--- src/rtl/imem_loader_if.sv ---
// Byte-stream input, instruction-memory write port and status signals of the program loader.
// master = loader side, slave = environment (byte source, memory, core).
interface imem_loader_if;
  logic        start;
  logic [31:0] load_len;
  logic        byte_valid;
  logic [7:0]  byte_data;
  logic        byte_ready;
  logic        mem_we;
  logic [31:0] mem_addr;
  logic [31:0] mem_wdata;
  logic        busy;
  logic        cpu_hold;
  logic        done;
  logic        error;

  modport master (
    input  start, load_len, byte_valid, byte_data,
    output byte_ready, mem_we, mem_addr, mem_wdata, busy, cpu_hold, done, error
  );

  modport slave (
    output start, load_len, byte_valid, byte_data,
    input  byte_ready, mem_we, mem_addr, mem_wdata, busy, cpu_hold, done, error
  );
endinterface

--- src/rtl/imem_loader.sv ---
// Assembles a little-endian byte stream into 32-bit instructions and writes them to
// consecutive word addresses of the instruction memory, holding the core while loading.
module imem_loader #(
  parameter int unsigned DEPTH_WORDS = 1024,
  parameter logic [31:0] BASE_ADDR   = 32'h0000_0000
) (
  input logic           clk,
  input logic           rst_n,
  imem_loader_if.master bus
);

  localparam logic [31:0] DEPTH = 32'(DEPTH_WORDS);

  typedef enum logic [1:0] {IDLE, RECV, WRITE, DONE} state_t;

  state_t      state, state_d;
  logic [31:0] len_q;
  logic [31:0] word_idx;
  logic [1:0]  byte_idx;
  logic [23:0] shift_q;
  logic        hs_c;
  logic        accept_c;
  logic        error_c;
  logic [31:0] word_inc_c;

  assign hs_c       = bus.byte_valid && bus.byte_ready;
  assign word_inc_c = word_idx + 32'd1;

  // State register
  always_ff @(posedge clk or negedge rst_n) begin
    if (!rst_n) state <= IDLE;
    else        state <= state_d;
  end

  // Next-state decode; a zero-length load goes straight to DONE for its completion pulse
  always_comb begin
    state_d  = state;
    accept_c = 1'b0;
    error_c  = 1'b0;
    case (state)
      IDLE: begin
        if (bus.start) begin
          if (bus.load_len == 32'd0) begin
            state_d = DONE;
          end else if (bus.load_len > DEPTH) begin
            error_c = 1'b1;
          end else begin
            accept_c = 1'b1;
            state_d  = RECV;
          end
        end
      end
      RECV:    if (hs_c && byte_idx == 2'd3) state_d = WRITE;
      WRITE:   state_d = (word_inc_c == len_q) ? DONE : RECV;
      DONE:    state_d = IDLE;
      default: state_d = IDLE;
    endcase
  end

  // Datapath and registered outputs, all decoded from the next state
  always_ff @(posedge clk or negedge rst_n) begin
    if (!rst_n) begin
      len_q          <= 32'd0;
      word_idx       <= 32'd0;
      byte_idx       <= 2'd0;
      shift_q        <= 24'd0;
      bus.byte_ready <= 1'b0;
      bus.mem_we     <= 1'b0;
      bus.mem_addr   <= 32'd0;
      bus.mem_wdata  <= 32'd0;
      bus.busy       <= 1'b0;
      bus.cpu_hold   <= 1'b0;
      bus.done       <= 1'b0;
      bus.error      <= 1'b0;
    end else begin
      if (accept_c) begin
        len_q    <= bus.load_len;
        word_idx <= 32'd0;
        byte_idx <= 2'd0;
      end
      if (state == RECV && hs_c) begin
        byte_idx <= byte_idx + 2'd1;
        case (byte_idx)
          2'd0: shift_q[7:0]   <= bus.byte_data;
          2'd1: shift_q[15:8]  <= bus.byte_data;
          2'd2: shift_q[23:16] <= bus.byte_data;
          default: begin
            bus.mem_wdata <= {bus.byte_data, shift_q};
            bus.mem_addr  <= BASE_ADDR + {word_idx[29:0], 2'b00};
          end
        endcase
      end
      if (state == WRITE) word_idx <= word_inc_c;
      bus.byte_ready <= (state_d == RECV);
      bus.mem_we     <= (state_d == WRITE);
      bus.busy       <= (state_d == RECV) || (state_d == WRITE);
      bus.cpu_hold   <= (state_d == RECV) || (state_d == WRITE);
      bus.done       <= (state_d == DONE);
      bus.error      <= error_c;
    end
  end

endmodule

--- src/flat_wrapper.sv ---
// flat-port wrapper written by rule: the top's interface ports become plain ports
module imem_loader_flat 
#(
  parameter int unsigned DEPTH_WORDS = 1024,
  parameter logic [31:0] BASE_ADDR   = 32'h0000_0000
)
  (clk, rst_n, bus_start, bus_load_len, bus_byte_valid, bus_byte_data, bus_byte_ready, bus_mem_we, bus_mem_addr, bus_mem_wdata, bus_busy, bus_cpu_hold, bus_done, bus_error);
  imem_loader_if bus_i ();
  input logic clk;
  input logic rst_n;
  input wire logic [$bits(bus_i.start)-1:0] bus_start;
  input wire logic [$bits(bus_i.load_len)-1:0] bus_load_len;
  input wire logic [$bits(bus_i.byte_valid)-1:0] bus_byte_valid;
  input wire logic [$bits(bus_i.byte_data)-1:0] bus_byte_data;
  output wire logic [$bits(bus_i.byte_ready)-1:0] bus_byte_ready;
  output wire logic [$bits(bus_i.mem_we)-1:0] bus_mem_we;
  output wire logic [$bits(bus_i.mem_addr)-1:0] bus_mem_addr;
  output wire logic [$bits(bus_i.mem_wdata)-1:0] bus_mem_wdata;
  output wire logic [$bits(bus_i.busy)-1:0] bus_busy;
  output wire logic [$bits(bus_i.cpu_hold)-1:0] bus_cpu_hold;
  output wire logic [$bits(bus_i.done)-1:0] bus_done;
  output wire logic [$bits(bus_i.error)-1:0] bus_error;
  assign bus_i.start = bus_start;
  assign bus_i.load_len = bus_load_len;
  assign bus_i.byte_valid = bus_byte_valid;
  assign bus_i.byte_data = bus_byte_data;
  assign bus_byte_ready = bus_i.byte_ready;
  assign bus_mem_we = bus_i.mem_we;
  assign bus_mem_addr = bus_i.mem_addr;
  assign bus_mem_wdata = bus_i.mem_wdata;
  assign bus_busy = bus_i.busy;
  assign bus_cpu_hold = bus_i.cpu_hold;
  assign bus_done = bus_i.done;
  assign bus_error = bus_i.error;
  imem_loader #(.DEPTH_WORDS(DEPTH_WORDS), .BASE_ADDR(BASE_ADDR)) u_core (.clk(clk), .rst_n(rst_n), .bus(bus_i));
endmodule
--- config.mk ---
export PLATFORM = sky130hd
export DESIGN_NAME = imem_loader_flat
export DESIGN_NICKNAME = d
export VERILOG_FILES = /design/src/rtl/imem_loader_if.sv /design/src/rtl/imem_loader.sv /design/src/flat_wrapper.sv
export SDC_FILE = /design/constraint.sdc
export NUM_CORES = 1
export LEC_CHECK = 0
export CORE_ASPECT_RATIO = 1.4
export CORE_MARGIN = 3
export CORE_UTILIZATION = 40
export DETAILED_ROUTE_END_ITERATION = 12
export SYNTH_ARGS = -nofsm -noshare
export SYNTH_HDL_FRONTEND = slang
export SYNTH_SLANG_ARGS = --single-unit
--- constraint.sdc ---
create_clock -name clk -period 5 [get_ports clk]
set_clock_uncertainty 0.15 [all_clocks]
set_input_delay 1 -clock clk [delete_from_list [all_inputs] [get_ports clk]]
set_output_delay 1 -clock clk [all_outputs]
set_load 0.005 [all_outputs]
Yosys cells after proc, flatten, opt, wreduce, memory -nomap -nowiden. Cells that the tools add are included.

Word-level logic and storage cells: 60. Flip-flop bits (word level): 159. Output and inout bits: 70.

Bitwise operators: 1. Add/sub/neg operators: 2. Multiplexer cells: 18. Order comparisons: 1. Reductions and logical operators: 14. Eq/ne operators: 10.

Operators by type and width (count): $mux W32 (2); $add A32 B1 Y32 const B (1); $eq A32 B32 Y1 (1); $gt A32 B11 Y1 const B (1); $logic_not A32 Y1 (1); $mux W2 (7); $eq A2 B2 Y1 const B (6); $mux W1 (8); $pmux W2 S4 (1); $reduce_and A2 Y1 (4); $eq A2 B1 Y1 const B (3); $logic_not A2 Y1 (2); $reduce_bool A2 Y1 (2); $logic_and A1 B1 Y1 (3); $reduce_or A3 Y1 (1); $add A2 B1 Y2 const B (1); $logic_or A1 B1 Y1 (1); $not A1 Y1 (1).

Longest topological paths before layout. Gate-level depths: netlist of the first run.

Depth after elaboration: 7. Depth in mapped cells: 11.

Worst setup path before layout of the first run. No wires, ideal clock.

Path type: flip-flop to flip-flop. Start: reg u_core.word_idx[0]. End: reg u_core.bus.busy. Buffers on the path: 0. Cell stages (with the launch flop): 11. Arrival time: 2755 ps. Slack: 2032 ps. Cells stage by stage: dfrtp_1 -> ha_1 -> nand3_1 -> nor4_1 -> xnor3_1 -> a21boi_0 -> nand4_1 -> or4_4 -> o21ai_1 -> ha_1 -> inv_1.

Longest elaborated chain between the ends: 6. Elaborated cells on any way between the ends: 7. Those cells by class: add/sub (1); eq/ne (3); mux (2); reduce/logical (1).

Ends and longest elaborated chain: start: declaration (line imem_loader.sv:18) `logic [31:0] word_idx;`; start signal: assignment (line imem_loader.sv:93) `if (state == WRITE) word_idx <= word_inc_c;`; $add A32 B1 Y32 (*) (line imem_loader.sv:27) `assign word_inc_c = word_idx + 32'd1;`; $eq A32 B32 Y1 (*) (line imem_loader.sv:54) `WRITE: state_d = (word_inc_c == len_q) ? DONE : RECV;`; $mux W2 (*) (line imem_loader.sv:54); $pmux W2 S4 (*) (line imem_loader.sv:40) `case (state)`; $eq A2 B1 Y1 / $eq A2 B2 Y1 (equally long branches) (line imem_loader.sv:96) `bus.busy <= (state_d == RECV) || (state_d == WRITE);`; $logic_or A1 B1 Y1 (*) (line imem_loader.sv:96); end signal: assignment (line imem_loader.sv:96); end: declaration (line imem_loader_if.sv:19) `output byte_ready, mem_we, mem_addr, mem_wdata, busy, cpu_hold, done, error`.

Mark *: on every way between the ends. The rest lies on a longest branch, timed or not. A chain may end at the register's enable or synchronous reset.

Worst setup path after layout of the first run. Ends and elaborated chain as after synthesis.

==> flow_summary.json, run 1 <==
{
  "outcome": "complete, no violations",
  "synth.top_cell.area_share_pct": 52.7,
  "yosysUniqueCellTypes": 52,
  "syn-cell-area_sq_um": 7560,
  "core_area_sq_um": 18300,
  "cts_tree": "built",
  "fmax_ghz": 0.282,
  "hold_ws_ns": 0.349,
  "synth_top_family_by_area": "multiplexers",
  "synth_mux_area_share_pct": 15.0,
  "hold_viol_final": 0,
  "io_pins": 114,
  "postSynthCellCount": 652,
  "avgSynthCellArea_sq_um": 11.6,
  "die_area_sq_um": 20600,
  "synth_compound_area_share_pct": 7.45,
  "wl_per_cell_microns": 17.7,
  "cts_num_sinks": 159,
  "nNetsFinal": 801,
  "cts_buffers": 17,
  "crit_type": "reg2reg",
  "post-route-period-util_pct": 70.9,
  "drive_gt1_share_pct": 19.4,
  "yosysTopAreaCell": "dfrtp_1",
  "power_density_nw_per_um2": 280,
  "startpoint_type": "register",
  "path_cells": "ha_1 > and3_1 > nand4_1 > nor3_1 > mux2i_1 > nand4_1 > or4_4 > o21ai_1 > ha_1 > inv_1",
  "first_pass_iters": 5,
  "crit_slowest_cell": "or4_4",
  "cp.arrival_ns": 3.77,
  "cpPeakStageDelay_ns": 0.54,
  "cts_buffer_depth": 2,
  "r2r_cells": 10,
  "synth-simple-area-share_pct": 14.1,
  "area_delta_synth_final_pct": 25.1,
  "postCtsSetupRepairBufs": 0,
  "ys.flop_type": "dfrtp_1",
  "setup_viol": 0,
  "final_util_pct": 51.7,
  "drt-initial-drc-count": 268,
  "rrSetupSlack_ns": 1.45,
  "hp-class": "reg2reg",
  "postCtsHoldBufs": 0,
  "reg2reg_to": "u_core.bus.busy",
  "drc": 0,
  "synth-edff-count": 0,
  "gp_congestion": 0.937,
  "grt_overflow": 0,
  "synthTopCellsByArea": "dfrtp_1, mux2_2, xnor2_1",
  "clock-root-buffer": "clkbuf_16",
  "ff_latch_area_sq_um": 3980,
  "dp_hpwl_microns": 12400,
  "synthAdderAreaFrac_pct": 1.32,
  "ir_drop_mv": 0.194,
  "grt_max_degree": 110,
  "num-fill-cells": 1637,
  "grt_setup_unrepaired": "false",
  "cap_violations": 0,
  "yosysSeqAreaShare_pct": 52.7,
  "r2r_start": "u_core.word_idx[0]",
  "hp-start": "u_core.shift_q[5]",
  "holdPathEnd": "u_core.shift_q[5]",
  "synth_xor_area_share_pct": 6.46,
  "grt_pass1_wl_microns": 29500,
  "vias_per_cell": 5.28,
  "htreeDepth": 4,
  "fin_crit_ns": 3.55,
  "fp.dieH_microns": 169,
  "clk_latency_ns": 0.43,
  "die-width_microns": 122,
  "cp_max_fo": 8,
  "routed_wl_microns": 17700,
  "setup_tns_ns": 0,
  "diodes": 0,
  "detail-route-antenna-nets": 0,
  "core.rowCount": 58,
  "io_buffers": 111,
  "ys_seq_elements": 159,
  "cp-end-kind": "register",
  "globalRouteTotalUtil_pct": 18.3,
  "vias": 5292,
  "tightestPinTransition_ns": 0.970,
  "multi_input_area_sq_um": 3370,
  "initial_utilization_pct": 41.3,
  "whs_path_depth": 1,
  "grt_pass1_vias": 5590,
  "slew_headroom_pct": 35.3,
  "antenna_found_initial": 0,
  "synth_warnings": 0,
  "ctsResizeCount": 0,
  "synthArstFlopShare_pct": 100,
  "clk_pin_slew_ns": 0.06,
  "leakage_nw": 4.23,
  "worstPathRequired_ns": 5.22,
  "maxSlewViolCount": 0
}
-- routing by layer --
metal / vias to the layer above / part of all wire [%] / GRT usage (%) / routed length [microns]
li1: 2492 / - / - / -
met3: 23 / 5.6 / 6.02 / 1000
met1: 2637 / 39 / 21.4 / 6970
met5: - / 0 / 0 / 0
met2: 140 / 53 / 31.4 / 9430
met4: 0 / 1.7 / 6.29 / 308
-- cell usage after synthesis (2+ instances only) --
master and count:
inv_1 10, nand2b_1 2, a31oi_1 4, o21a_1 2
o2111ai_1 2, o22ai_1 6, nor3_1 9, and2_1 9
o31ai_1 10, and3_1 11, buf_2 6, o41ai_1 4
nand4_4 2, nand4_1 9, buf_4 6, o21ai_1 2
o21ai_0 37, a21o_1 2, xnor2_1 34, nor4_1 13
clkbuf_1 28, xnor3_1 3, xor2_1 14, nor2b_1 23
nor3_4 2, nand2_1 43, mux2i_1 3, nor2_1 33
mux2_2 98, and4_1 6, nand3_1 21, ha_1 8
a21oi_1 11, a21boi_0 3, dfrtp_1 159
-- worst max-delay path: cells and delay by family (launching register included) --
kind | cells | cell delay (ns)
simple gates | 5 | 1.71
fa+ha+maj | 2 | 0.55
flops | 1 | 0.48
mux | 1 | 0.31
compound gates | 1 | 0.22
buf+inv | 1 | 0.05
-- sequential cells by signal, indices dropped and copies added (netlist names) --
signal                 cells
u_core.state               2
u_core.bus.mem_addr       30
u_core.bus.done            1
u_core.bus.busy            1
u_core.len_q              32
u_core.byte_idx            2
u_core.bus.mem_wdata      32
u_core.shift_q            24
u_core.bus.error           1
u_core.bus.byte_ready      1
u_core.word_idx           32
u_core.bus.mem_we          1
-- kinds of logic (layout without fill, tap and decap cells) --
group | Yosys count | count (layout)
other cells | 1 | 2
fa+ha+maj | 8 | 8
compound gates | 91 | 91
simple gates | 190 | 190
xor+xnor | 51 | 51
mux | 101 | 101
flops | 159 | 159
buf+inv | 51 | 160
-- cell usage in the layout, fill, tap and decap left out, types with 3 or more instances in the layout --
| master | count |
|---|---|
| ha_1 | 8 |
| nor3_1 | 9 |
| and4_1 | 6 |
| xor2_1 | 14 |
| nand2_1 | 43 |
| clkdlybuf4s50_1 | 110 |
| nor2b_1 | 23 |
| nor2_1 | 32 |
| o21ai_0 | 37 |
| buf_4 | 6 |
| a21oi_1 | 11 |
| nor4_1 | 13 |
| a21boi_0 | 3 |
| clkinv_4 | 3 |
| o41ai_1 | 4 |
| o22ai_1 | 6 |
| xnor2_1 | 34 |
| inv_1 | 10 |
| clkbuf_16 | 17 |
| nand4_1 | 9 |
| xnor3_1 | 3 |
| o31ai_1 | 10 |
| dfrtp_1 | 159 |
| and2_1 | 9 |
| a31oi_1 | 4 |
| and3_1 | 11 |
| nand3_1 | 21 |
| clkinvlp_4 | 4 |
| mux2_2 | 98 |
| mux2i_1 | 3 |
-- power breakdown --
group / switching [W] / leakage [nW] / internal [W]
Combinational: 0.0000362 / 1.90 / 0.0000327
Sequential: 0.000000114 / 2.05 / 0.00129
Clock: 0.000531 / 0.279 / 0.000763
Total: 0.000568 / 4.23 / 0.00208
-- per-stage QoR --
stage,instances,power (W),instance area [sq um],setup WS (ns)
2_1_floorplan,653,0.00132,7560,2.03
3_3_place_gp,970,0.00138,8860,1.49
3_5_place_dp,970,0.00138,8860,1.44
4_1_cts,1002,0.00269,9450,1.50
5_1_grt,1002,0.00276,9450,1.12
6_report,1002,0.00265,9450,1.45
-- cell type report --
| cell class | count | area share [%] |
|---|---|---|
| clock buffer | 20 | 4.83 |
| clock inverter | 12 | 1.43 |
| multi-input combinational | 443 | 35.6 |
| tap | 240 | 3.18 |
| timing repair buffer | 118 | 12.5 |
| inverter | 10 | 0.397 |
| sequential | 159 | 42.1 |
-- how the worst max path moves through the flow --
| stage | start | cells past startpoint | to |
|---|---|---|---|
| CTS | u_core.word_idx[0] | 10 | u_core.bus.busy |
| detailed placement | bus_load_len[20] | 7 | u_core.len_q[5] |
| floorplan | u_core.word_idx[0] | 10 | u_core.bus.busy |
| global placement | bus_load_len[20] | 7 | u_core.len_q[10] |
| finish | u_core.word_idx[0] | 10 | u_core.bus.busy |
| global route | u_core.word_idx[0] | 10 | u_core.bus.busy |
No activity file was read; power rests on OpenSTA's default activity.
==> inputs of run 2 (changes only) <==
==> constraint.sdc (replaced) <==
create_clock -name clk -period 2.85 [get_ports clk]
set_clock_uncertainty 0.15 [all_clocks]
set_input_delay 0.57 -clock clk [delete_from_list [all_inputs] [get_ports clk]]
set_output_delay 0.57 -clock clk [all_outputs]
set_load 0.005 [all_outputs]
==> flow_summary.json, run 2 (synthesis gave the netlist of run 1 again) <==
{
  "outcome": "finished, violations left",
  "violations": "setup timing",
  "fp.dieH_microns": 169,
  "gp_congestion": 0.870,
  "cpPeakStageDelay_ns": 0.49,
  "routed_wl_microns": 20500,
  "drc": 0,
  "io_pins": 114,
  "hp-start": "u_core.shift_q[15]",
  "clk_latency_ns": 0.44,
  "vias": 5830,
  "clock-root-buffer": "clkbuf_16",
  "crit_slowest_cell": "or4_4",
  "globalRouteTotalUtil_pct": 20.8,
  "layout_commonest_cell": "dfrtp_1",
  "antenna_found_initial": 0,
  "cts_buffer_depth": 2,
  "r2r_start": "u_core.word_idx[1]",
  "setup_viol": 2,
  "diodes": 0,
  "hold_viol_final": 0,
  "leakage_nw": 4.88,
  "worstPathRequired_ns": 3.08,
  "nNetsFinal": 925,
  "cts_tree": "built",
  "slew_headroom_pct": 60.6,
  "vias_per_cell": 5.18,
  "grt_pass1_wl_microns": 33100,
  "maxSlewViolCount": 0,
  "drt-initial-drc-count": 176,
  "grt_overflow": 0,
  "tightestPinTransition_ns": 0.591,
  "cts_buffers": 17,
  "crit_type": "reg2reg",
  "core_area_sq_um": 18300,
  "power_density_nw_per_um2": 443,
  "io_buffers": 111,
  "startpoint_type": "register",
  "area_delta_synth_final_pct": 40.6,
  "wl_per_cell_microns": 18.2,
  "setup_tns_ns": -0.0601,
  "ir_drop_mv": 0.356,
  "grt_pass1_vias": 6257,
  "detail-route-antenna-nets": 0,
  "hp-class": "reg2reg",
  "grt_max_degree": 59,
  "path_cells": "ha_4 > and3_4 > buf_4 > and3_1 > xnor2_1 > nor4_2 > o2111ai_2 > or4_4 > o21ai_4 > ha_1 > inv_1",
  "rrSetupSlack_ns": -0.04,
  "clk_pin_slew_ns": 0.07,
  "cap_violations": 0,
  "r2r_cells": 11,
  "cp_max_fo": 3,
  "fin_ws_ns": -0.0400,
  "grt_setup_unrepaired": "true",
  "whs_path_depth": 1,
  "reg2reg_to": "u_core.bus.busy",
  "holdPathEnd": "u_core.shift_q[15]",
  "largest_registers": "u_core.bus.mem_wdata (32), u_core.len_q (32), u_core.word_idx (32)",
  "htreeDepth": 4,
  "cts_num_sinks": 159,
  "fmax_ghz": 0.346,
  "fin_crit_ns": 2.89,
  "dp_hpwl_microns": 15400,
  "post-route-period-util_pct": 101,
  "mostFrequentLayoutCells": "dfrtp_1, buf_4, clkdlybuf4s50_1, mux2_2, nand2_1",
  "cp-end-kind": "register",
  "core.rowCount": 58,
  "initial_utilization_pct": 41.3,
  "hold_ws_ns": 0.355,
  "die-width_microns": 122,
  "first_pass_iters": 5,
  "drive_gt1_share_pct": 33.4,
  "die_area_sq_um": 20600,
  "cp.arrival_ns": 3.12
}
run 2: final cells by class:
| cell class | instances | area (sq um) |
|---|---|---|
| Fill cell | 1584 | 7660 |
| Sequential cell | 159 | 3980 |
| Multi-Input combinational cell | 443 | 3530 |
| Timing Repair Buffer | 242 | 2160 |
| Clock buffer | 17 | 425 |
| Tap cell | 240 | 300 |
| Clock inverter | 15 | 189 |
| Inverter | 10 | 37.5 |
run 2: critical path, delay by kind of cell (launching register included):
| kind | cells | cell delay, ns |
|---|---|---|
| simple gates | 4 | 1.16 |
| fa+ha+maj | 2 | 0.44 |
| flops | 1 | 0.42 |
| compound gates | 2 | 0.34 |
| buf+inv | 2 | 0.19 |
| xor+xnor | 1 | 0.15 |
run 2: where the power goes:
part / total (W) / switching [W] / leakage, nW / internal [W]
combinational: 0.000138 / 0.0000684 / 2.53 / 0.0000695
sequential: 0.00226 / 0.000000151 / 2.05 / 0.00226
clock: 0.00232 / 0.00112 / 0.299 / 0.00120
run 2: worst max path at each step:
stage                  startpoint         endpoint  slack [ns]  cells after the start
2_1_floorplan  u_core.word_idx[0]  u_core.bus.busy        0.08                     10
3_3_place_gp   u_core.word_idx[0]  u_core.bus.busy       -0.18                     10
3_5_place_dp      bus_load_len[5]  u_core.bus.busy       -0.25                     10
4_1_cts        u_core.word_idx[0]  u_core.bus.busy       -0.09                     11
5_1_grt        u_core.word_idx[0]  u_core.bus.busy       -0.17                     11
6_report       u_core.word_idx[1]  u_core.bus.busy       -0.04                     11
run 2: repair_timing:
action | 4_1_cts | 5_1_grt
endpoints found under the setup margin | 4 | 4
pin swaps | 7 | 7
buffers inserted | 3 | 4
gates resized for setup | 15 | 18
hold buffers | 1 | 0
hold endpoints to repair | 53 | 0
run 2: stage by stage:
| step | setup WS, ns | cells | utilization, % | cell area (sq um) | power, W |
|---|---|---|---|---|---|
| after floorplan | 0.0756 | 653 | - | 7580 | 0.00231 |
| after global placement | -0.180 | 1086 | 53.6 | 9800 | 0.00244 |
| after detailed placement | -0.254 | 1086 | 53.6 | 9800 | 0.00244 |
| after CTS | -0.0902 | 1122 | 57.4 | 10500 | 0.00477 |
| after global routing | -0.168 | 1126 | 58.1 | 10600 | 0.00487 |
| final | -0.0400 | 1126 | 58.1 | 10600 | 0.00471 |
run 2: layer usage:
metal,share of wire (%),vias up,track usage [%]
met5,0,-,0
met4,2.6,0,7.36
met3,4.2,29,4.58
met2,56,131,38.5
met1,37,2927,23.2
li1,-,2743,-
==> edit, RTL diff (settings of run 1) <==
Encoding of `state_t`: now one-hot (4 bits for 4 states).
--- a/src/rtl/imem_loader.sv
+++ b/src/rtl/imem_loader.sv
@@ -11,7 +11,7 @@
 
   localparam logic [31:0] DEPTH = 32'(DEPTH_WORDS);
 
-  typedef enum logic [1:0] {IDLE, RECV, WRITE, DONE} state_t;
+  typedef enum logic [3:0] {IDLE = 4'b0001, RECV = 4'b0010, WRITE = 4'b0100, DONE = 4'b1000} state_t;
 
   state_t      state, state_d;
   logic [31:0] len_q;
Check against the original RTL: same outputs for any inputs over 10 cycles, from zero or initial values and one cycle with rst_n low; not proved beyond that.
==> edit against run 1 <==
Worst hold slack better by 0.0060 ns; worst setup slack better by 0.092 ns; via count grew 1.9%; area after synthesis is 0.28% lower; maximum frequency up 2.7%; total power is 0.87% lower; sequential cell count up 2; routed wire length is 2.5% higher; design area down 0.66%; global-route usage grew 0.36 points; non-clock buffer count is 1 lower; synthesized cell count fell by 0.15%; critical path type unchanged; critical endpoint is now u_core.bus.done$_DFF_PN0_; largest cell class unchanged; largest power group unchanged.
==> edit: results (changes against run 1) <==
[outcome] outcome complete, no violations
[final_layout] NumNets Final 795 [-0.75%]
[final_layout] Layout fillers 1631 [-0.37%]
[final_layout] share of cells above drive strength 1 0.212 [+0.0179]
[final_layout] share of the final layout cell area in multi-input gates 0.351 [-0.00496]
[clocking] PostCTS Resize Cnt 0 [unchanged]
[placed_design] hpwl dp 12600 um [+1.5%]
[route] number of DRC markers in iteration 0 257 [-4.1%]
[synth] biggest area contributors in the synthesized netlist dfrtp_1 (53%), mux2_2 (15%), xnor2_1 (4.0%), o21ai_0 (3.1%), nand2_1 (2.1%)
[critical_path] r2r worst-path depth 9 [-1]
[synth] most common library cells after synthesis dfrtp_1 (160), mux2_2 (99), o21ai_0 (46)
[final_layout] multi-input gates 442 [-0.23%]
[sta] Least-Margin Pin Slew 1.03 ns [+0.0650 ns]
[global_routing] vias in the first global route 5666 [+1.4%]
[pwr] Max rail drop VDD 0.000209 V [+7.7%]
[final_layout] area used by multi-input combinational logic 3300 um2 [-2.0%]
[route] total iterations of the first detailed-routing run 5 [unchanged]
[route] routed wire length 18100 um [+2.5%]
[placed_design] placed standard-cell area 8820 um2 [-0.41%]
[global_routing] GR Util All Layers 0.186 [+0.00357]
[job] # Max-Cap Violations 0 [unchanged]
[final_layout] top flop regs u_core.bus.mem_wdata x32, u_core.len_q x32, u_core.word_idx x32
[final_layout] non-clock buffer total of the final layout 117 [-0.85%]
[final_layout] Non-Clock Inverter Count 7 [-3]
[critical_path] largest fanout on the critical path 18 [+10]
[final_layout] post-layout instance count excluding filler cells 999 [-0.30%]
[final_layout] Reg area 4030 um2 [+1.3%]
[global_routing] pin count of the biggest net entering global routing 109 [-0.91%]
[placed_design] global placement routability congestion 0.797 [-15%]
[final_layout] data-path buffer share of cell area in the final layout 0.125 [about the same]
[critical_path] gate family responsible for the most delay along the worst path compound AO/OA/AOI/OAI gates
[critical_path] data arrival time of the critical path 3.61 ns [-0.16 ns]
[critical_path] largest stage delay on the critical path 0.77 ns [+0.23 ns]
[synth] post-synthesis cell count 651 [-0.15%]
[critical_path] cell type of the slowest stage on the worst timing path nor4_4
[clocking] post-CTS repair timing setup buffer count 0 [unchanged]
[synth] share of synthesized area occupied by flip-flops and latches 0.535 [+0.00829]
[global_routing] first-pass GRT wire length 30100 um [+1.9%]
[final_layout] Clock buffers and inverters, area share 0.0602 [-0.00238]
[pwr] leakage power figure 4.22 nW [-0.28%]
[synth] synth unique cells 60 [+15%]
[final_layout] number of flip-flops and latches 161 [+1.3%]
[route] total vias in the final route 5395 [+1.9%]
[placed_design] total placed cells including tap cells 967 [-0.31%]
edit: through the flow:
stage | total power [mW] | worst slack (ns)
6_report | 2.63 | 1.55
3_5_place_dp | 1.40 | 1.25
5_1_grt | 2.71 | 1.30
4_1_cts | 2.66 | 1.57
3_3_place_gp | 1.40 | 1.33
2_1_floorplan | 1.33 | 2.24
edit: logic make-up after synthesis:
kind of cell,Yosys count,share of synthesized area
and+or+nand+nor,183,0.136
DFF,161,0.535
AOI/OAI and AO/OA,105,0.0867
muxes,100,0.149
buffers and inverters,49,0.0294
xor gates and xnor gates,47,0.0546
adders and majority gates,5,0.00830
other,1,0.000498
edit: worst paths after layout:
check / startpoint / endpoint / slack [ns]
worst max-delay path: u_core.word_idx[0]$_DFFE_PN0P_ / u_core.bus.done$_DFF_PN0_ / 1.55
worst min-delay path: u_core.shift_q[2]$_DFFE_PN0P_ / u_core.shift_q[2]$_DFFE_PN0P_ / 0.35
worst max register to register: u_core.word_idx[0]$_DFFE_PN0P_ / u_core.bus.done$_DFF_PN0_ / 1.55
worst min register to register: u_core.shift_q[2]$_DFFE_PN0P_ / u_core.shift_q[2]$_DFFE_PN0P_ / 0.35
max in group asynchronous: rst_n / u_core.shift_q[21]$_DFFE_PN0P_ / 3.15
min in group asynchronous: rst_n / u_core.word_idx[22]$_DFFE_PN0P_ / 0.53
edit: per-layer routing:
metal	vias to the layer above	GRT usage	routed length [um]	share of wire
met5	-	0	0	0
met3	29	0.0551	1030	0.057
met4	0	0.0658	365	0.020
met2	145	0.321	9610	0.53
li1	2528	-	-	-
met1	2693	0.219	7140	0.39
edit: power by group:
part | switching, mW | total (mW) | internal, mW
Combinational | 0.0378 | 0.0709 | 0.0330
Sequential | 0.000107 | 1.30 | 1.30
Clock | 0.594 | 1.25 | 0.660
Total | 0.632 | 2.63 | 2.00
